[src/rtl/spi_bus_arbiter_if.sv]
// Bundle of requester, spi_master and device chip-select signals around the SPI bus arbiter.
// The slave modport is the arbiter's view; master is the view of everything around it.
interface spi_bus_arbiter_if #(
    parameter int NUM_REQ         = 3,
    parameter int MOSI_DATA_WIDTH = 24,
    parameter int MISO_DATA_WIDTH = 8
);
    localparam int OW = (NUM_REQ > 1) ? $clog2(NUM_REQ) : 1;

    logic [NUM_REQ-1:0]                 req;
    logic [NUM_REQ-1:0]                 gnt;
    logic [NUM_REQ-1:0]                 req_wr_cmd;
    logic [NUM_REQ-1:0]                 req_rd_cmd;
    logic [NUM_REQ*MOSI_DATA_WIDTH-1:0] req_wr_data;
    logic [NUM_REQ-1:0]                 req_busy;
    logic [MISO_DATA_WIDTH:0]           req_rd_data;
    logic                               spi_wr_cmd;
    logic                               spi_rd_cmd;
    logic [MOSI_DATA_WIDTH-1:0]         spi_wr_data;
    logic                               spi_busy;
    logic [MISO_DATA_WIDTH:0]           spi_rd_data;
    logic                               spi_ncs;
    logic [NUM_REQ-1:0]                 dev_cs_n;
    logic [OW-1:0]                      owner;
    logic                               cmd_drop_err;

    modport slave (
        input  req, req_wr_cmd, req_rd_cmd, req_wr_data,
        input  spi_busy, spi_rd_data, spi_ncs,
        output gnt, req_busy, req_rd_data,
        output spi_wr_cmd, spi_rd_cmd, spi_wr_data,
        output dev_cs_n, owner, cmd_drop_err
    );

    modport master (
        output req, req_wr_cmd, req_rd_cmd, req_wr_data,
        output spi_busy, spi_rd_data, spi_ncs,
        input  gnt, req_busy, req_rd_data,
        input  spi_wr_cmd, spi_rd_cmd, spi_wr_data,
        input  dev_cs_n, owner, cmd_drop_err
    );
endinterface

[src/rtl/spi_bus_arbiter.sv]
// Round-robin, burst-safe arbiter sharing one spi_master between the device config sequencers,
// with chip-select steering to the owner's device and a guard gap between owners.
module spi_bus_arbiter #(
    parameter int NUM_REQ         = 3,
    parameter int MOSI_DATA_WIDTH = 24,
    parameter int MISO_DATA_WIDTH = 8,
    parameter int GUARD_CYCLES    = 4
) (
    input  logic              clk_20m,
    input  logic              rstn,
    spi_bus_arbiter_if.slave  bus
);
    localparam int OW = (NUM_REQ > 1) ? $clog2(NUM_REQ) : 1;

    typedef enum logic [1:0] {IDLE, OWN, DRAIN, GUARD} state_t;

    state_t               state_q, state_d;
    logic [OW-1:0]        owner_q, owner_d;
    logic [NUM_REQ-1:0]   gnt_q, gnt_d;
    logic [3:0]           guard_q, guard_d;
    logic                 err_q, err_d;

    logic [NUM_REQ-1:0]         ownSel;
    logic                       ownReq, ownWr, ownRd, otherCmd, dropCmd;
    logic [MOSI_DATA_WIDTH-1:0] ownData;
    logic [MISO_DATA_WIDTH:0]   rdData;

    // Decode the registered owner into a one-hot select and pick out its request lines.
    always_comb begin
        ownSel   = '0;
        ownReq   = 1'b0;
        ownWr    = 1'b0;
        ownRd    = 1'b0;
        ownData  = '0;
        otherCmd = 1'b0;
        for (int i = 0; i < NUM_REQ; i++) begin
            if (owner_q == OW'(i)) begin
                ownSel[i] = 1'b1;
                ownReq    = bus.req[i];
                ownWr     = bus.req_wr_cmd[i];
                ownRd     = bus.req_rd_cmd[i];
                ownData   = bus.req_wr_data[i*MOSI_DATA_WIDTH +: MOSI_DATA_WIDTH];
            end else begin
                otherCmd  = otherCmd | bus.req_wr_cmd[i] | bus.req_rd_cmd[i];
            end
        end
    end

    always_comb begin
        int  idx;
        logic found;
        state_d = state_q;
        owner_d = owner_q;
        gnt_d   = gnt_q;
        guard_d = guard_q;
        idx     = 0;
        found   = 1'b0;
        case (state_q)
            IDLE: begin
                // Search starts one past the last owner so a returning owner goes to the back.
                for (int k = 1; k <= NUM_REQ; k++) begin
                    idx = (int'(owner_q) + k) % NUM_REQ;
                    if (!found && bus.req[idx]) begin
                        found   = 1'b1;
                        owner_d = OW'(idx);
                    end
                end
                if (found) begin
                    state_d = OWN;
                    gnt_d   = NUM_REQ'(1) << owner_d;
                end
            end
            OWN: begin
                if (!ownReq) begin
                    gnt_d   = '0;
                    state_d = DRAIN;
                end
            end
            DRAIN: begin
                if (!bus.spi_busy) begin
                    guard_d = 4'(GUARD_CYCLES);
                    state_d = GUARD;
                end
            end
            GUARD: begin
                guard_d = guard_q - 4'd1;
                if (guard_q <= 4'd1) state_d = IDLE;
            end
            default: state_d = IDLE;
        endcase
    end

    // Any command that cannot reach spi_master unchanged latches the sticky drop flag.
    always_comb begin
        dropCmd = otherCmd;
        if (state_q == OWN) begin
            if ((ownWr || ownRd) && bus.spi_busy) dropCmd = 1'b1;
            if (ownWr && ownRd)                   dropCmd = 1'b1;
        end else if (ownWr || ownRd) begin
            dropCmd = 1'b1;
        end
        err_d = err_q | dropCmd;
    end

    always_comb begin
        bus.spi_wr_cmd  = 1'b0;
        bus.spi_rd_cmd  = 1'b0;
        bus.spi_wr_data = '0;
        bus.dev_cs_n    = '1;
        bus.req_busy    = '1;
        if (state_q == OWN) begin
            bus.spi_wr_cmd  = ownWr & ~bus.spi_busy;
            bus.spi_rd_cmd  = ownRd & ~ownWr & ~bus.spi_busy;
            bus.spi_wr_data = ownData;
        end
        if (state_q == OWN || state_q == DRAIN) begin
            bus.dev_cs_n = ~ownSel | {NUM_REQ{bus.spi_ncs}};
            bus.req_busy = ~ownSel | {NUM_REQ{bus.spi_busy}};
        end
    end

    assign rdData           = bus.spi_rd_data;
    assign bus.req_rd_data  = rdData;
    assign bus.gnt          = gnt_q;
    assign bus.owner        = owner_q;
    assign bus.cmd_drop_err = err_q;

    always_ff @(posedge clk_20m) begin
        if (!rstn) begin
            state_q <= IDLE;
            owner_q <= OW'(NUM_REQ - 1);
            gnt_q   <= '0;
            guard_q <= '0;
            err_q   <= 1'b0;
        end else begin
            state_q <= state_d;
            owner_q <= owner_d;
            gnt_q   <= gnt_d;
            guard_q <= guard_d;
            err_q   <= err_d;
        end
    end
endmodule

[src/flat_wrapper.sv]
// flat-port wrapper written by rule: the top's interface ports become plain ports
module spi_bus_arbiter_flat 
#(
    parameter int NUM_REQ         = 3,
    parameter int MOSI_DATA_WIDTH = 24,
    parameter int MISO_DATA_WIDTH = 8,
    parameter int GUARD_CYCLES    = 4
)
  (clk_20m, rstn, bus_req, bus_req_wr_cmd, bus_req_rd_cmd, bus_req_wr_data, bus_spi_busy, bus_spi_rd_data, bus_spi_ncs, bus_gnt, bus_req_busy, bus_req_rd_data, bus_spi_wr_cmd, bus_spi_rd_cmd, bus_spi_wr_data, bus_dev_cs_n, bus_owner, bus_cmd_drop_err);
  spi_bus_arbiter_if #(.NUM_REQ(NUM_REQ), .MOSI_DATA_WIDTH(MOSI_DATA_WIDTH), .MISO_DATA_WIDTH(MISO_DATA_WIDTH)) bus_i ();
  input  logic clk_20m;
  input  logic rstn;
  input wire logic [$bits(bus_i.req)-1:0] bus_req;
  input wire logic [$bits(bus_i.req_wr_cmd)-1:0] bus_req_wr_cmd;
  input wire logic [$bits(bus_i.req_rd_cmd)-1:0] bus_req_rd_cmd;
  input wire logic [$bits(bus_i.req_wr_data)-1:0] bus_req_wr_data;
  input wire logic [$bits(bus_i.spi_busy)-1:0] bus_spi_busy;
  input wire logic [$bits(bus_i.spi_rd_data)-1:0] bus_spi_rd_data;
  input wire logic [$bits(bus_i.spi_ncs)-1:0] bus_spi_ncs;
  output wire logic [$bits(bus_i.gnt)-1:0] bus_gnt;
  output wire logic [$bits(bus_i.req_busy)-1:0] bus_req_busy;
  output wire logic [$bits(bus_i.req_rd_data)-1:0] bus_req_rd_data;
  output wire logic [$bits(bus_i.spi_wr_cmd)-1:0] bus_spi_wr_cmd;
  output wire logic [$bits(bus_i.spi_rd_cmd)-1:0] bus_spi_rd_cmd;
  output wire logic [$bits(bus_i.spi_wr_data)-1:0] bus_spi_wr_data;
  output wire logic [$bits(bus_i.dev_cs_n)-1:0] bus_dev_cs_n;
  output wire logic [$bits(bus_i.owner)-1:0] bus_owner;
  output wire logic [$bits(bus_i.cmd_drop_err)-1:0] bus_cmd_drop_err;
  assign bus_i.req = bus_req;
  assign bus_i.req_wr_cmd = bus_req_wr_cmd;
  assign bus_i.req_rd_cmd = bus_req_rd_cmd;
  assign bus_i.req_wr_data = bus_req_wr_data;
  assign bus_i.spi_busy = bus_spi_busy;
  assign bus_i.spi_rd_data = bus_spi_rd_data;
  assign bus_i.spi_ncs = bus_spi_ncs;
  assign bus_gnt = bus_i.gnt;
  assign bus_req_busy = bus_i.req_busy;
  assign bus_req_rd_data = bus_i.req_rd_data;
  assign bus_spi_wr_cmd = bus_i.spi_wr_cmd;
  assign bus_spi_rd_cmd = bus_i.spi_rd_cmd;
  assign bus_spi_wr_data = bus_i.spi_wr_data;
  assign bus_dev_cs_n = bus_i.dev_cs_n;
  assign bus_owner = bus_i.owner;
  assign bus_cmd_drop_err = bus_i.cmd_drop_err;
  spi_bus_arbiter #(.NUM_REQ(NUM_REQ), .MOSI_DATA_WIDTH(MOSI_DATA_WIDTH), .MISO_DATA_WIDTH(MISO_DATA_WIDTH), .GUARD_CYCLES(GUARD_CYCLES)) u_core (.clk_20m(clk_20m), .rstn(rstn), .bus(bus_i));
endmodule
[config.mk]
export PLATFORM = sky130hd
export DESIGN_NAME = spi_bus_arbiter_flat
export DESIGN_NICKNAME = d
export VERILOG_FILES = /design/src/rtl/spi_bus_arbiter_if.sv /design/src/rtl/spi_bus_arbiter.sv /design/src/flat_wrapper.sv
export SDC_FILE = /design/constraint.sdc
export NUM_CORES = 1
export LEC_CHECK = 0
export ABC_AREA = 1
export BUFFER_PORTS_ARGS = -buffer_cell sky130_fd_sc_hd__buf_4
export CELL_PAD_IN_SITES_DETAIL_PLACEMENT = 2
export CELL_PAD_IN_SITES_GLOBAL_PLACEMENT = 2
export CORE_ASPECT_RATIO = 0.8
export CORE_MARGIN = 2
export CORE_UTILIZATION = 15
export DETAILED_ROUTE_END_ITERATION = 10
export HOLD_SLACK_MARGIN = 0.06
export PLACE_DENSITY = 0.73
export SYNTH_ARGS = -nofsm -noshare
export SYNTH_HDL_FRONTEND = slang
export SYNTH_SLANG_ARGS = --single-unit
[constraint.sdc]
create_clock -name clk_20m -period 1.8 [get_ports clk_20m]
set_input_delay 0.36 -clock clk_20m [delete_from_list [all_inputs] [get_ports clk_20m]]
set_output_delay 0.36 -clock clk_20m [all_outputs]
set_load 0.01 [all_outputs]
# [After elaboration in Yosys (flattened, before gate mapping)]
# Index checks and enable logic that the tools add are counted.
[totals] ff_bits=12 mem_bits_rw=0 latchBits=0 output_inout_bits=47 word_cells=111 input_bits=94 memories=0 mem_bits_ro=0
[op_classes] shift=1 n_bitwise=14 n_addsub=4 n_reduce_logical=15 muxes=56 n_div=3 eq_ne=9 n_lt_le_gt_ge=4 n_mul=0
[op_table] op="less-than comparator 32 x 4 -> 1 bit (second input constant)" n=3
[op_table] op="remainder unit 32 x 3 -> 32 bit (second input constant)" n=3
[op_table] op="two-way mux 24 bit" n=4
[op_table] op="two-way mux 1 bit" n=33
[op_table] op="two-way mux 2 bit" n=8
[op_table] op="two-way mux 3 bit" n=4
[op_table] op="one-hot mux 2 bit (4 select lines)" n=1
[op_table] op="one-hot mux 4 bit (2 select lines)" n=1
[op_table] op="adder 2 x 2 -> 3 bit (second input constant)" n=2
[op_table] op="binary-select mux 1 bit (select 2 bit)" n=3
[op_table] op="== test 2 bit (second input constant)" n=3
[op_table] op="OR 1 bit" n=6
[op_table] op="OR 3 bit" n=2
[op_table] op="one-hot mux 3 bit (2 select lines)" n=1
[op_table] op="== test 2 x 1 -> 1 bit (second input constant)" n=2
[op_table] op="<= comparator 4 x 1 -> 1 bit (second input constant)" n=1
[op_table] op="logical AND 1 bit" n=4
[op_table] op="logical NOT 2 bit" n=2
[op_table] op="two-way mux 4 bit" n=1
[op_table] op="inequality test 2 x 1 -> 1 bit (second input constant)" n=2
[op_table] op="inequality test 2 bit (second input constant)" n=2
[op_table] op="AND reduction 4 bit" n=1
[op_table] op="nonzero test 2 bit" n=2
[op_table] op="subtractor 4 x 1 -> 4 bit (second input constant)" n=1
[op_table] op="9 further kinds" n=14

# [Logic depth before layout (Yosys ltp)]
# Gate-level depths: netlist of the first run.
[depth] depth_word=18 mapped_depth=13 mapped_depth_nobuf=13

# [Least setup slack after synthesis of the first run]
# No wires, ideal clock.
[synth_path] path_type="flip-flop to output port" start="reg u_core.owner_q[0], in the netlist u_core.bus.owner[0]" end="out bus_spi_wr_data[10]" path_stages_with_launch=9 setup_slack_ns=-0.190 path_buffers=3 required_time_ns=1.440 arrival_time_ns=1.630 path_cell_list="dfxtp_1 > inv_1 > ha_1 > buf_2 > inv_2 > buf_2 > clkbuf_1 > o21ai_0 > a21oi_1"
[synth_between] elab_chain_cells=5 elab_cells_between_ends=7 classes_between="2 x eq/ne; 4 x mux; 1 x reduce/logical"
[synth_lines] element="from (decl)" line="spi_bus_arbiter.sv:18" source="logic [OW-1:0] owner_q, owner_d;"
[synth_lines] element="from (signal assigned)" line="spi_bus_arbiter.sv:131" source="owner_q <= OW'(NUM_REQ - 1);"
[synth_lines] element="from (signal assigned)" line="spi_bus_arbiter.sv:137" source="owner_q <= owner_d;"
[synth_lines] element="logical NOT 2 bit" line="spi_bus_arbiter.sv:37" source="if (owner_q == OW'(i)) begin"
[synth_lines] element="two-way mux 24 bit (2 in a row)" line="spi_bus_arbiter.sv:37"
[synth_lines] element="two-way mux 24 bit *" line="spi_bus_arbiter.sv:37"
[synth_lines] element="two-way mux 24 bit *" line="spi_bus_arbiter.sv:111" source="if (state_q == OWN) begin"
[synth_lines] element="to (decl)" line="flat_wrapper.sv:25" source="output wire logic [$bits(bus_i.spi_wr_data)-1:0] bus_spi_wr_data;"
# Mark *: on every way between the ends. The rest lies on a longest branch, timed or not.

# [Worst setup path in the final report of the first run]
[layout_path] start="reg u_core.owner_q[1], in the netlist u_core.bus.owner[1]" end="out bus_spi_rd_cmd"
[layout_between] elab_chain_cells=8 elab_cells_between_ends=13 classes_between="2 x eq/ne; 7 x mux; 3 x bitwise; 1 x reduce/logical"
[layout_lines] element="logical NOT 2 bit" line="spi_bus_arbiter.sv:37"
[layout_lines] element="two-way mux 1 bit (3 in a row)" line="spi_bus_arbiter.sv:37"
[layout_lines] element="NOT 1 bit" line="spi_bus_arbiter.sv:113" source="bus.spi_rd_cmd = ownRd & ~ownWr & ~bus.spi_busy;"
[layout_lines] element="bitwise AND 1 bit * (2 in a row)" line="spi_bus_arbiter.sv:113"
[layout_lines] element="two-way mux 1 bit *" line="spi_bus_arbiter.sv:111"
[layout_lines] element="to (decl)" line="flat_wrapper.sv:24" source="output wire logic [$bits(bus_i.spi_rd_cmd)-1:0] bus_spi_rd_cmd;"
# Marks and branches as above.

==> flow_summary_export.csv, run 1 <==
group,metric,value,unit
timing,final_critical_path_setup_slack,-0.178,ns
logic_synthesis,synth.distinct_cells,32,
worst_setup_path,largest_fanout_on_the_critical_path,6,
timing,tightestPinTransition,0.346,ns
timing,slew-limit-headroom,0.769,
clock_network,clock_tree.buffer_depth,2,
clock_network,clkSinkCount,12,
hold_path,timing.hold.worst.start,"rstn",
clock_network,clock_tree_root,"sky130_fd_sc_hd__clkbuf_16",
power,p_leak,1.46,nW
place,place_ws,-0.129,ns
routing,remaining_number_of_nets_flagged_by_the_antenna_check_after_routing,0,
worst_setup_path,worst_path_largest_cell_delay,0.35,ns
worst_setup_path,critPathMostFrequentCell,"sky130_fd_sc_hd__buf_6",
cells_and_area,mostFrequentLayoutCell,"sky130_fd_sc_hd__buf_4",
logic_synthesis,mappedNetlistNets,388,
worst_setup_path,reg2reg_setup_slack,0.01,ns
worst_setup_path,critical_path_required,1.44,ns
outcome,failing_checks,"negative setup slack",
clock_network,cts.reportedPaths.clkPinSlew,0.05,ns
logic_synthesis,synthesis.area,1670,um^2
clock_network,cts-buffers-inserted,3,
cells_and_area,filler_cell_count,1271,
routing,drt_first_pass_iters,4,
routing,post-route-drc-count,0,
clock_network,insertion_delay,0.24,ns
routing,via_density_per_instance,4.41,
cells_and_area,layout-area-overhead-vs-synth,98.9,%
timing,finalHoldWorstSlack,0.407,ns
grt,grt_pass1_vias,2644,
worst_setup_path,critical_path_class,"reg -> out",
timing,post-route-period-util,1.10,
worst_setup_path,critical_path.endpoint_type,"primary output",
grt,grt-ovfl-total,0,
timing,finClkSkew,0.00658,ns
routing,route.vias.total,2432,
hold_path,min_path_cells,3,
logic_synthesis,yosys_register_bits,12,
grt,grt_start_max_net_pins,28,
grt,grt_antenna_before_repair,0,
cells_and_area,fin_cells,552,
worst_setup_path,critPathLaunchType,"register",
logic_synthesis,ys_warn_count,0,
cells_and_area,multiInputGateArea,1520,um^2
hold_path,hold_path_end,"u_core.state_q[1]",
die,dieHeight,98.4,um
worst_setup_path,path_delay_family,"buffers and inverters",
die,initial_utilization,0.154,
logic_synthesis,ys_seq_area_frac,0.144,
place,dp_cells,542,
cells_and_area,final_cell_mix,"133 x sky130_fd_sc_hd__buf_4, 43 x sky130_fd_sc_hd__nand2_1, 34 x sky130_fd_sc_hd__a21oi_1",
hold_path,hold_class,"in -> reg",
cells_and_area,regArea,248,um^2
worst_setup_path,rr_worst_depth,11,
timing,rsz0062_at_grt,"yes",
grt,grt_usage,0.142,
routing,postRouteWirelength,9350,um
die,floorplan.core_area,10800,um^2
timing,hold_viol_final,0,
grt,grt_first_pass_wirelength,13800,um
die,die_area,12000,um^2
power,power-per-cell-area,1600,nW/um^2
routing,route.detailed.wl_per_inst,16.9,um
worst_setup_path,reg_to_reg_endpoint,"u_core.state_q[0]",
cells_and_area,finish.net_count,514,
place,dp.final_hpwl,7030,um
worst_setup_path,worstPathArrival,1.62,ns
power,irDropWorstVdd,0.000437,V
timing,report.final.slew_viol_count,0,
die,io-pin-count,141,
logic_synthesis,synthCells,283,
timing,post-route-min-period,1.98,ns
worst_setup_path,cp_slowest_cell,"sky130_fd_sc_hd__dfxtp_4",
job,max_cap_violations,0,
routing,drt_iter0_drc,46,
outcome,result_of_the_run,"complete, but fails checks",
die,placement_rows,34,
timing,max_clock_freq,0.506,GHz
place,port_buffer_count,122,
cells_and_area,drive_gt1_frac,0.574,
cells_and_area,antenna_diodes,0,
place,routabilityCongestion,0.755,
timing,setup_violations,26,
worst_setup_path,worstPathBufferInverterCount,4,
worst_setup_path,regToRegStartpoint,"u_core.bus.owner[0]",
clock_network,tritoncts_clock_tree,"yes",
clock_network,h-tree-depth,1,
logic_synthesis,post_synth.cell_area_avg,5.91,um^2
worst_setup_path,cp_cell_sequence,"buf_6 > ha_4 > inv_6 > o221ai_2 > o21ai_2 > buf_4 > nand2_4 > nor2_4 > buf_6",
die,die_x,122,um
## cell type report
cell class,instances,area share
Inverter,31,0.0440
Timing Repair Buffer,144,0.347
Clock buffer,4,0.0237
Sequential cell,12,0.0745
Multi-Input combinational cell,217,0.457
Tap cell,144,0.0542
## metal layers
metal	wire length, um	global-route usage	part of all wire
met5	0	0	0
met3	531	0.0255	0.057
met4	0	0.00619	0
met1	3840	0.175	0.41
met2	4980	0.270	0.53
## metrics by stage
stage / setup TNS [ns] / power (mW) / cell area (um^2) / util
after floorplan: 0 / 2.67 / 1790 / -
after global placement: -0.00724 / 3.84 / 2870 / 0.264
after global routing: -5.40 / 5.75 / 3320 / 0.306
after CTS: -3.28 / 4.73 / 3080 / 0.284
after detailed placement: -0.369 / 4.00 / 2870 / 0.264
final: -2.71 / 5.32 / 3320 / 0.306
## power by group
group	internal, mW	total (mW)	switching [mW]	leakage (nW)
Clock	0.299	0.424	0.125	0.0382
Sequential	0.369	0.467	0.0985	0.0996
Combinational	1.85	4.42	2.58	1.32
Total	2.52	5.32	2.80	1.46
## worst register-to-register path: stages (launching register included)
cell and delay (ns):
sky130_fd_sc_hd__dfxtp_4 0.40, sky130_fd_sc_hd__inv_8 0.05, sky130_fd_sc_hd__buf_4 0.14, sky130_fd_sc_hd__ha_4 0.19, sky130_fd_sc_hd__o21ai_4 0.20, sky130_fd_sc_hd__nand2_4 0.08, sky130_fd_sc_hd__nand2_4 0.08, sky130_fd_sc_hd__clkinv_4 0.08
sky130_fd_sc_hd__nand3_4 0.09, sky130_fd_sc_hd__nand3_4 0.11, sky130_fd_sc_hd__nor3_4 0.19, sky130_fd_sc_hd__nor2_1 0.07
## cell families after synthesis
kind of cell	after synthesis	synth area share
AND/OR/NAND/NOR	103	0.299
AO/OA/AOI/OAI	102	0.323
buffers and inverters	54	0.147
flip-flops	12	0.144
adder cells (fa/ha/maj)	11	0.0823
XOR/XNOR	1	0.00524
## worst max-delay path by stage
stage / from / to / slack, ns / cells after the start
floorplan: u_core.bus.owner[1] / bus_spi_wr_cmd / 0.0006 / 7
global placement: u_core.bus.owner[1] / bus_spi_wr_cmd / -0.007 / 9
detailed placement: u_core.bus.owner[0] / u_core.state_q[0] / -0.13 / 12
CTS: u_core.bus.owner[1] / bus_spi_wr_cmd / -0.18 / 9
global route: u_core.bus.owner[1] / bus_spi_rd_cmd / -0.24 / 9
finish: u_core.bus.owner[1] / bus_spi_rd_cmd / -0.18 / 9
## state kept, by name, indices dropped and copies added (netlist names)
signal,count
u_core.guard_q,4
u_core.bus.gnt,3
u_core.bus.owner,2
u_core.state_q,2
u_core.bus.cmd_drop_err,1
## synthesized netlist by cell type
master	count	area [um^2]
sky130_fd_sc_hd__a21oi_1	61	305
sky130_fd_sc_hd__nand2_1	50	188
sky130_fd_sc_hd__o21ai_0	28	140
sky130_fd_sc_hd__inv_1	21	78.8
sky130_fd_sc_hd__nand3_1	16	80.1
sky130_fd_sc_hd__nor2_1	16	60.1
sky130_fd_sc_hd__dfxtp_1	12	240
sky130_fd_sc_hd__ha_1	11	138
sky130_fd_sc_hd__buf_4	9	67.6
sky130_fd_sc_hd__inv_2	9	33.8
sky130_fd_sc_hd__clkbuf_1	7	26.3
sky130_fd_sc_hd__nand3_2	7	70.1
sky130_fd_sc_hd__nand2_2	6	37.5
sky130_fd_sc_hd__o21ai_1	5	25.0
sky130_fd_sc_hd__buf_1	3	11.3
sky130_fd_sc_hd__buf_2	3	15.0
sky130_fd_sc_hd__nand4_1	2	12.5
sky130_fd_sc_hd__nor3_1	2	10.0
sky130_fd_sc_hd__o21ai_2	2	17.5
sky130_fd_sc_hd__a211oi_1	1	7.51
sky130_fd_sc_hd__a221oi_1	1	8.76
sky130_fd_sc_hd__clkbuf_2	1	5.00
sky130_fd_sc_hd__clkinv_4	1	8.76
sky130_fd_sc_hd__nand2_4	1	11.3
sky130_fd_sc_hd__nand3_4	1	17.5
sky130_fd_sc_hd__nor4_1	1	6.26
sky130_fd_sc_hd__o211ai_1	1	7.51
sky130_fd_sc_hd__o211ai_2	1	12.5
sky130_fd_sc_hd__o221ai_1	1	8.76
sky130_fd_sc_hd__o22ai_1	1	6.26
sky130_fd_sc_hd__or2_1	1	6.26
sky130_fd_sc_hd__xor2_1	1	8.76
## timing repair
action                     in CTS  in global routing
pin swaps                       3                 13
hold buffers                    0                  0
gates resized for setup        27                 60
hold endpoints to repair        0                  0
setup endpoints to repair      37                 40
buffers inserted                3                  3
Power figures use the tool's default switching activity.
==> inputs of run 2 (changes only) <==
--- a/config.mk
+++ b/config.mk
@@ -11,10 +11,10 @@
 export CELL_PAD_IN_SITES_GLOBAL_PLACEMENT = 2
 export CORE_ASPECT_RATIO = 0.8
 export CORE_MARGIN = 2
-export CORE_UTILIZATION = 15
+export CORE_UTILIZATION = 18
 export DETAILED_ROUTE_END_ITERATION = 10
 export HOLD_SLACK_MARGIN = 0.06
-export PLACE_DENSITY = 0.73
+export PLACE_DENSITY = 0.83
 export SYNTH_ARGS = -nofsm -noshare
 export SYNTH_HDL_FRONTEND = slang
 export SYNTH_SLANG_ARGS = --single-unit
==> constraint.sdc (replaced) <==
create_clock -name clk_20m -period 2.55 [get_ports clk_20m]
set_input_delay 0.51 -clock clk_20m [delete_from_list [all_inputs] [get_ports clk_20m]]
set_output_delay 0.51 -clock clk_20m [all_outputs]
set_load 0.01 [all_outputs]
==> run 2 against run 1 <==
  * The flow now finishes without violations
  * Final cell count down 8.5%
  * Sequential share of layout area up 1.4 points
  * Combinational power down 50%
  * Utilization down 0.33 points
  * Flip-flop and latch count unchanged
  * Register-to-register slack better by 0.47 ns
  * Wire length down 15%
  * Count of clock-buffer cells in the layout unchanged
  * Power down 47%
==> flow_summary_export.csv, run 2 (synthesized netlist as in run 1, its figures left out) <==
group,metric,value,unit
cells_and_area,antenna_diodes,0,
clock_network,cts.reportedPaths.clkPinSlew,0.04,ns
routing,m1WireLength,3500,um
outcome,result_of_the_run,"complete, no violations",
clock_network,cts-hold-fix-buffers,0,
worst_setup_path,regToRegStartpoint,"u_core.bus.owner[1]",
die,die_x,112,um
routing,routed-wl-met3,359,um
clock_network,tritoncts_clock_tree,"yes",
power,power-per-cell-area,1030,nW/um^2
power,pwr-share-comb,0.775,
place,place_ws,0.241,ns
timing,final_critical_path_setup_slack,0.154,ns
timing,post-route-min-period,2.40,ns
clock_network,cts_resized,2,
routing,drt_first_pass_iters,4,
timing,finalSetupTns,0,ns
cells_and_area,drive_gt1_frac,0.415,
cells_and_area,filler_cell_count,1101,
routing,route.vias.total,2330,
die,die_area,10100,um^2
routing,via_density_per_instance,4.61,
cells_and_area,largest_register_ffs,4,
hold_path,timing.hold.worst.start,"u_core.bus.gnt[2]",
job,max_cap_violations,0,
routing,drt_iter0_drc,44,
worst_setup_path,critical_path.endpoint_type,"primary output",
cells_and_area,regMostFlops,"u_core.guard_q",
timing,report.final.slew_viol_count,0,
worst_setup_path,reg2reg_setup_slack,0.48,ns
grt,grt-ovfl-total,0,
routing,detailroute.wirelength.met2,3960,um
place,port_buffer_count,122,
routing,dr.max_layer_used,"met4",
place,routabilityCongestion,0.794,
routing,post-route-drc-count,0,
power,switching_power,1.50,mW
timing,finClkSkew,0.000509,ns
die,dieHeight,90.2,um
timing,setup_violations,0,
routing,route.detailed.wl_per_inst,15.8,um
worst_setup_path,rr_worst_depth,10,
grt,grt_pass1_vias,2488,
routing,remaining_number_of_nets_flagged_by_the_antenna_check_after_routing,0,
die,io-pin-count,141,
grt,grt_antenna_before_repair,0,
hold_path,hold_path_end,"u_core.bus.gnt[2]",
timing,post-route-period-util,0.940,
timing,finalHoldWorstSlack,0.469,ns
cells_and_area,fin_cells,505,
grt,grt_first_pass_wirelength,13000,um
die,floorplan.core_area,9040,um^2
worst_setup_path,critical_path_class,"reg -> out",
power,p_clk_frac,0.115,
power,design_power_total,2.83,mW
cells_and_area,final_cell_mix,"126 x sky130_fd_sc_hd__buf_4, 61 x sky130_fd_sc_hd__a21oi_1, 50 x sky130_fd_sc_hd__nand2_1",
worst_setup_path,largest_fanout_on_the_critical_path,6,
timing,max_clock_freq,0.417,GHz
timing,tightestPinTransition,0.374,ns
hold_path,min_path_cells,2,
clock_network,h-tree-depth,1,
die,initial_utilization,0.185,
clock_network,cts-buffers-inserted,3,
clock_network,cts_setup_buffers,0,
power,switching_share,0.531,
routing,postRouteWirelength,7960,um
timing,slew-limit-headroom,0.751,
clock_network,insertion_delay,0.24,ns
timing,hold_viol_final,0,
cells_and_area,finish.net_count,496,
power,fraction_of_power_consumed_by_sequential_logic,0.110,
worst_setup_path,critPathLaunchType,"register",
power,p_leak,1.32,nW
die,placement_rows,31,
clock_network,clock_tree_root,"sky130_fd_sc_hd__clkbuf_16",
place,dp.final_hpwl,6500,um
power,irDropWorstVdd,0.000333,V
place,dp_cells,501,
grt,grt_start_max_net_pins,30,
worst_setup_path,critical_path_required,2.04,ns
worst_setup_path,worstPathArrival,1.89,ns
hold_path,hold_class,"reg -> reg",
worst_setup_path,reg_to_reg_endpoint,"u_core.state_q[0]",
timing,rsz0062_at_grt,"no",
clock_network,clkSinkCount,12,
cells_and_area,layout-area-overhead-vs-synth,63.9,%
clock_network,clock_tree.buffer_depth,2,
power,p_int,1.33,mW
cells_and_area,mostFrequentLayoutCell,"sky130_fd_sc_hd__buf_4",
grt,grt_usage,0.157,
[run 2: per-layer routing]
metal / vias to the layer above / global-route usage
met5: - / 0
li1: 1159 / -
met1: 1096 / 0.203
met3: 10 / 0.0249
met2: 65 / 0.270
met4: 0 / 0.0453
[run 2: final cells by class]
type / instances / area, um^2 / area share
clock buffers: 4 / 88.8 / 0.0324
inverters: 31 / 126 / 0.0461
multi-input cells: 217 / 1190 / 0.435
flip-flops and latches: 12 / 243 / 0.0886
well taps: 115 / 144 / 0.0525
repair buffers: 126 / 946 / 0.345
[run 2: metrics by stage]
step	cell area [um^2]	utilization
2_1_floorplan	1670	-
3_3_place_gp	2640	0.292
3_5_place_dp	2640	0.292
4_1_cts	2730	0.302
5_1_grt	2740	0.303
6_report	2740	0.303
[run 2: how the worst max path moves through the flow]
stage | start | to | slack (ns) | depth (start not counted)
2_1_floorplan | u_core.bus.owner[0] | bus_spi_wr_data[10] | 0.41 | 8
3_3_place_gp | u_core.bus.owner[0] | bus_spi_rd_cmd | 0.30 | 8
3_5_place_dp | u_core.bus.owner[0] | bus_spi_wr_data[16] | 0.24 | 7
4_1_cts | u_core.bus.owner[1] | bus_spi_wr_cmd | 0.007 | 7
5_1_grt | u_core.bus.owner[1] | bus_spi_rd_cmd | 0.007 | 9
6_report | u_core.bus.owner[0] | bus_spi_rd_cmd | 0.15 | 8
[run 2: critical path, stage by stage (launching register included)]
cell and delay [ns]:
sky130_fd_sc_hd__dfxtp_2 0.39, sky130_fd_sc_hd__inv_1 0.10, sky130_fd_sc_hd__ha_2 0.24, sky130_fd_sc_hd__nand2_1 0.18, sky130_fd_sc_hd__o221ai_1 0.13, sky130_fd_sc_hd__o21ai_1 0.20, sky130_fd_sc_hd__nand2_1 0.12, sky130_fd_sc_hd__nor2_1 0.13
sky130_fd_sc_hd__buf_4 0.14
[run 2: power groups by stage]
stage / Clock, mW / Combinational, mW / Sequential [mW]
CTS: 0.339 / 2.22 / 0.313
finish: 0.326 / 2.19 / 0.312
global route: 0.348 / 2.48 / 0.324
floorplan: 0 / 1.41 / 0.313
global placement: 0 / 2.13 / 0.309
detailed placement: 0 / 2.21 / 0.315
==> inputs of run 3 (changes only) <==
--- a/config.mk
+++ b/config.mk
@@ -5,16 +5,16 @@
 export SDC_FILE = /design/constraint.sdc
 export NUM_CORES = 1
 export LEC_CHECK = 0
-export ABC_AREA = 1
+export ABC_AREA = 0
 export BUFFER_PORTS_ARGS = -buffer_cell sky130_fd_sc_hd__buf_4
 export CELL_PAD_IN_SITES_DETAIL_PLACEMENT = 2
 export CELL_PAD_IN_SITES_GLOBAL_PLACEMENT = 2
 export CORE_ASPECT_RATIO = 0.8
 export CORE_MARGIN = 2
-export CORE_UTILIZATION = 18
+export CORE_UTILIZATION = 20
 export DETAILED_ROUTE_END_ITERATION = 10
 export HOLD_SLACK_MARGIN = 0.06
-export PLACE_DENSITY = 0.83
+export PLACE_DENSITY = 0.84
 export SYNTH_ARGS = -nofsm -noshare
 export SYNTH_HDL_FRONTEND = slang
 export SYNTH_SLANG_ARGS = --single-unit
==> run 3 against run 2 <==
  * Cell area is 1.9% higher
  * First-iteration DRC count increased by 61%
  * Fmax shrank 1.0%
  * Clock skew rose by 0.0014 ns
  * Register-to-register slack lost 0.23 ns
  * Wire length grew 2.4%
  * Sequential power up 4%
  * Clock power fell by 47%
  * Critical endpoint unchanged
  * Die area is 5.3% lower
  * Largest power group unchanged
  * Critical path depth is 1 lower
  * Hold slack improved by 0.023 ns
==> flow_summary_export.csv, run 3 <==
group,metric,value,unit
grt,grt_pass1_vias,2543,
worst_setup_path,regToRegStartpoint,"u_core.bus.owner[1]",
timing,rsz0062_at_grt,"no",
clock_network,tritoncts_clock_tree,"yes",
place,place_area,2740,um^2
clock_network,cts.reportedPaths.clkPinSlew,0.05,ns
logic_synthesis,post_synth.cell_area_avg,7.02,um^2
grt,grt_start_max_net_pins,35,
routing,postRouteWirelength,8140,um
logic_synthesis,post-synth-top-count-cell,"sky130_fd_sc_hd__nand2_1",
power,p_leak,1.44,nW
timing,post-route-min-period,2.42,ns
clock_network,clock_tree.buffer_depth,2,
timing,finClkSkew,0.00195,ns
worst_setup_path,critPathLaunchType,"register",
power,power-per-cell-area,1030,nW/um^2
logic_synthesis,ys_top_cells_by_count,"63 x sky130_fd_sc_hd__nand2_1, 26 x sky130_fd_sc_hd__o211ai_1, 24 x sky130_fd_sc_hd__o211a_1",
cells_and_area,antenna_diodes,0,
power,irDropWorstVdd,0.000329,V
logic_synthesis,synth.distinct_cells,47,
logic_synthesis,ys_seq_area_frac,0.137,
clock_network,clkSinkCount,12,
logic_synthesis,yosys_register_bits,12,
logic_synthesis,async_flop_share,0,
timing,hold_viol_final,0,
clock_network,clock_tree_root,"sky130_fd_sc_hd__clkbuf_8",
cells_and_area,postLayoutCellArea,2790,um^2
grt,grt-ovfl-total,0,
logic_synthesis,synth-edff-count,0,
timing,setup_violations,0,
logic_synthesis,ys_warn_count,0,
timing,max_clock_freq,0.413,GHz
worst_setup_path,reg2reg_setup_slack,0.25,ns
clock_network,cts-hold-fix-buffers,0,
logic_synthesis,synth_top_cells_by_area,"sky130_fd_sc_hd__dfxtp_1 14%, sky130_fd_sc_hd__o211a_1 14%, sky130_fd_sc_hd__nand2_1 13%, sky130_fd_sc_hd__o211ai_1 11%, sky130_fd_sc_hd__ha_1 7.8%",
routing,drt_iter0_drc,71,
cells_and_area,drive_gt1_frac,0.404,
cells_and_area,final_cell_mix,"126 x sky130_fd_sc_hd__buf_4, 63 x sky130_fd_sc_hd__nand2_1, 26 x sky130_fd_sc_hd__o211ai_1",
routing,route.detailed.wl_per_inst,17.5,um
grt,grt_antenna_before_repair,0,
routing,route.vias.total,2317,
die,placement_rows,30,
worst_setup_path,worstPathArrival,1.91,ns
logic_synthesis,dominantRegCellSynth,"sky130_fd_sc_hd__dfxtp_1",
place,dp.final_hpwl,6600,um
cells_and_area,regMostFlops,"u_core.guard_q",
worst_setup_path,critical_path_class,"reg -> out",
routing,via_density_per_instance,4.97,
worst_setup_path,reg_to_reg_endpoint,"u_core.bus.gnt[0]",
grt,grt_usage,0.163,
worst_setup_path,largest_fanout_on_the_critical_path,5,
cells_and_area,layout-area-overhead-vs-synth,59.2,%
timing,post-route-period-util,0.949,
job,max_cap_violations,0,
die,initial_utilization,0.207,
hold_path,min_path_cells,1,
place,routabilityCongestion,0.785,
die,die_x,109,um
timing,tightestPinTransition,0.448,ns
routing,remaining_number_of_nets_flagged_by_the_antenna_check_after_routing,0,
cells_and_area,largest_register_ffs,4,
logic_synthesis,synthCells,250,
logic_synthesis,synth_largest_area_cell,"sky130_fd_sc_hd__dfxtp_1",
timing,slew-limit-headroom,0.701,
die,floorplan.core_area,8480,um^2
logic_synthesis,synthesis.area,1750,um^2
die,die_area,9540,um^2
routing,post-route-drc-count,0,
logic_synthesis,netlist.area_leader.share,0.137,
timing,finalSetupTns,0,ns
grt,grt_first_pass_wirelength,12400,um
clock_network,cts-buffers-inserted,3,
logic_synthesis,mappedNetlistNets,355,
clock_network,insertion_delay,0.24,ns
clock_network,h-tree-depth,1,
outcome,result_of_the_run,"complete, no violations",
worst_setup_path,critical_path_required,2.04,ns
cells_and_area,finish.net_count,461,
timing,report.final.slew_viol_count,0,
die,dieHeight,87.8,um
routing,drt_first_pass_iters,4,
worst_setup_path,critical_path.endpoint_type,"primary output",
hold_path,hold_class,"reg -> reg",
worst_setup_path,rr_worst_depth,8,
cells_and_area,mostFrequentLayoutCell,"sky130_fd_sc_hd__buf_4",
die,io-pin-count,141,
place,port_buffer_count,122,
hold_path,hold_path_end,"u_core.bus.cmd_drop_err",
hold_path,timing.hold.worst.start,"u_core.bus.cmd_drop_err",
-- run 3: logic make-up (layout without fill, tap and decap cells) --
logic type,count (synthesis),in the layout,synth area share
adders and majority gates,12,12,0.0842
and+or+nand+nor,92,92,0.234
DFF,12,12,0.137
buffers and inverters,39,143,0.103
muxes,3,3,0.0171
AOI/OAI and AO/OA,92,92,0.424
-- run 3: how the worst max path moves through the flow --
stage,from,to,slack [ns],cells after the start
detailed placement,u_core.bus.owner[0],bus_spi_rd_cmd,0.27,7
global route,u_core.bus.owner[0],bus_spi_rd_cmd,0.02,7
floorplan,u_core.bus.owner[0],bus_spi_wr_data[17],0.19,8
CTS,u_core.bus.owner[0],bus_spi_rd_cmd,0.008,7
finish,u_core.bus.owner[0],bus_spi_rd_cmd,0.13,7
global placement,u_core.bus.owner[1],bus_spi_rd_cmd,0.40,7
-- run 3: stage by stage --
| stage | std cells | setup slack, ns | hold WS, ns | utilization | power, mW |
|---|---|---|---|---|---|
| 6_report | 466 | 0.129 | 0.491 | 0.329 | 2.88 |
| 5_1_grt | 466 | 0.0196 | 0.520 | 0.329 | 3.15 |
| 4_1_cts | 466 | 0.00800 | 0.492 | 0.328 | 2.91 |
| 3_5_place_dp | 463 | 0.272 | 0.480 | 0.323 | 2.72 |
| 3_3_place_gp | 463 | 0.395 | 0.479 | 0.323 | 2.62 |
| 2_1_floorplan | 250 | 0.194 | 0.468 | - | 1.76 |
-- run 3: what timing repair did --
item | in CTS | in global routing
resized for setup | 0 | 5
setup endpoints to repair | 0 | 23
setup buffers | 0 | 0
hold endpoints to repair | 0 | 0
-- run 3: layer usage --
layer	vias up	GRT usage	wire [um]
met5	-	0	0
met4	0	0.0221	33
met3	2	0.0201	274
met2	59	0.315	4240
met1	1144	0.198	3600
li1	1112	-	-
-- run 3: power breakdown --
group          switching [mW]  internal, mW  total [mW]
clock network          0.0701         0.104       0.174
registers              0.0675         0.258       0.325
logic                    1.32          1.06        2.38
total                    1.46          1.42        2.88
-- run 3: area by class of cell --
class / instances / area (um^2)
well taps: 112 / 140
multi-input cells: 199 / 1340
fillers: 1031 / 5690
inverters: 11 / 41.3
flip-flops and latches: 12 / 241
repair buffers: 129 / 988
clock buffers: 3 / 41.3
-- run 3: worst max-delay path, stage by stage (launching register included) --
cell and delay (ns):
sky130_fd_sc_hd__dfxtp_1 0.36, sky130_fd_sc_hd__inv_1 0.16, sky130_fd_sc_hd__ha_2 0.26, sky130_fd_sc_hd__nor2b_2 0.21, sky130_fd_sc_hd__a22oi_1 0.10, sky130_fd_sc_hd__o21ai_0 0.21
sky130_fd_sc_hd__nor3b_1 0.22, sky130_fd_sc_hd__buf_4 0.15
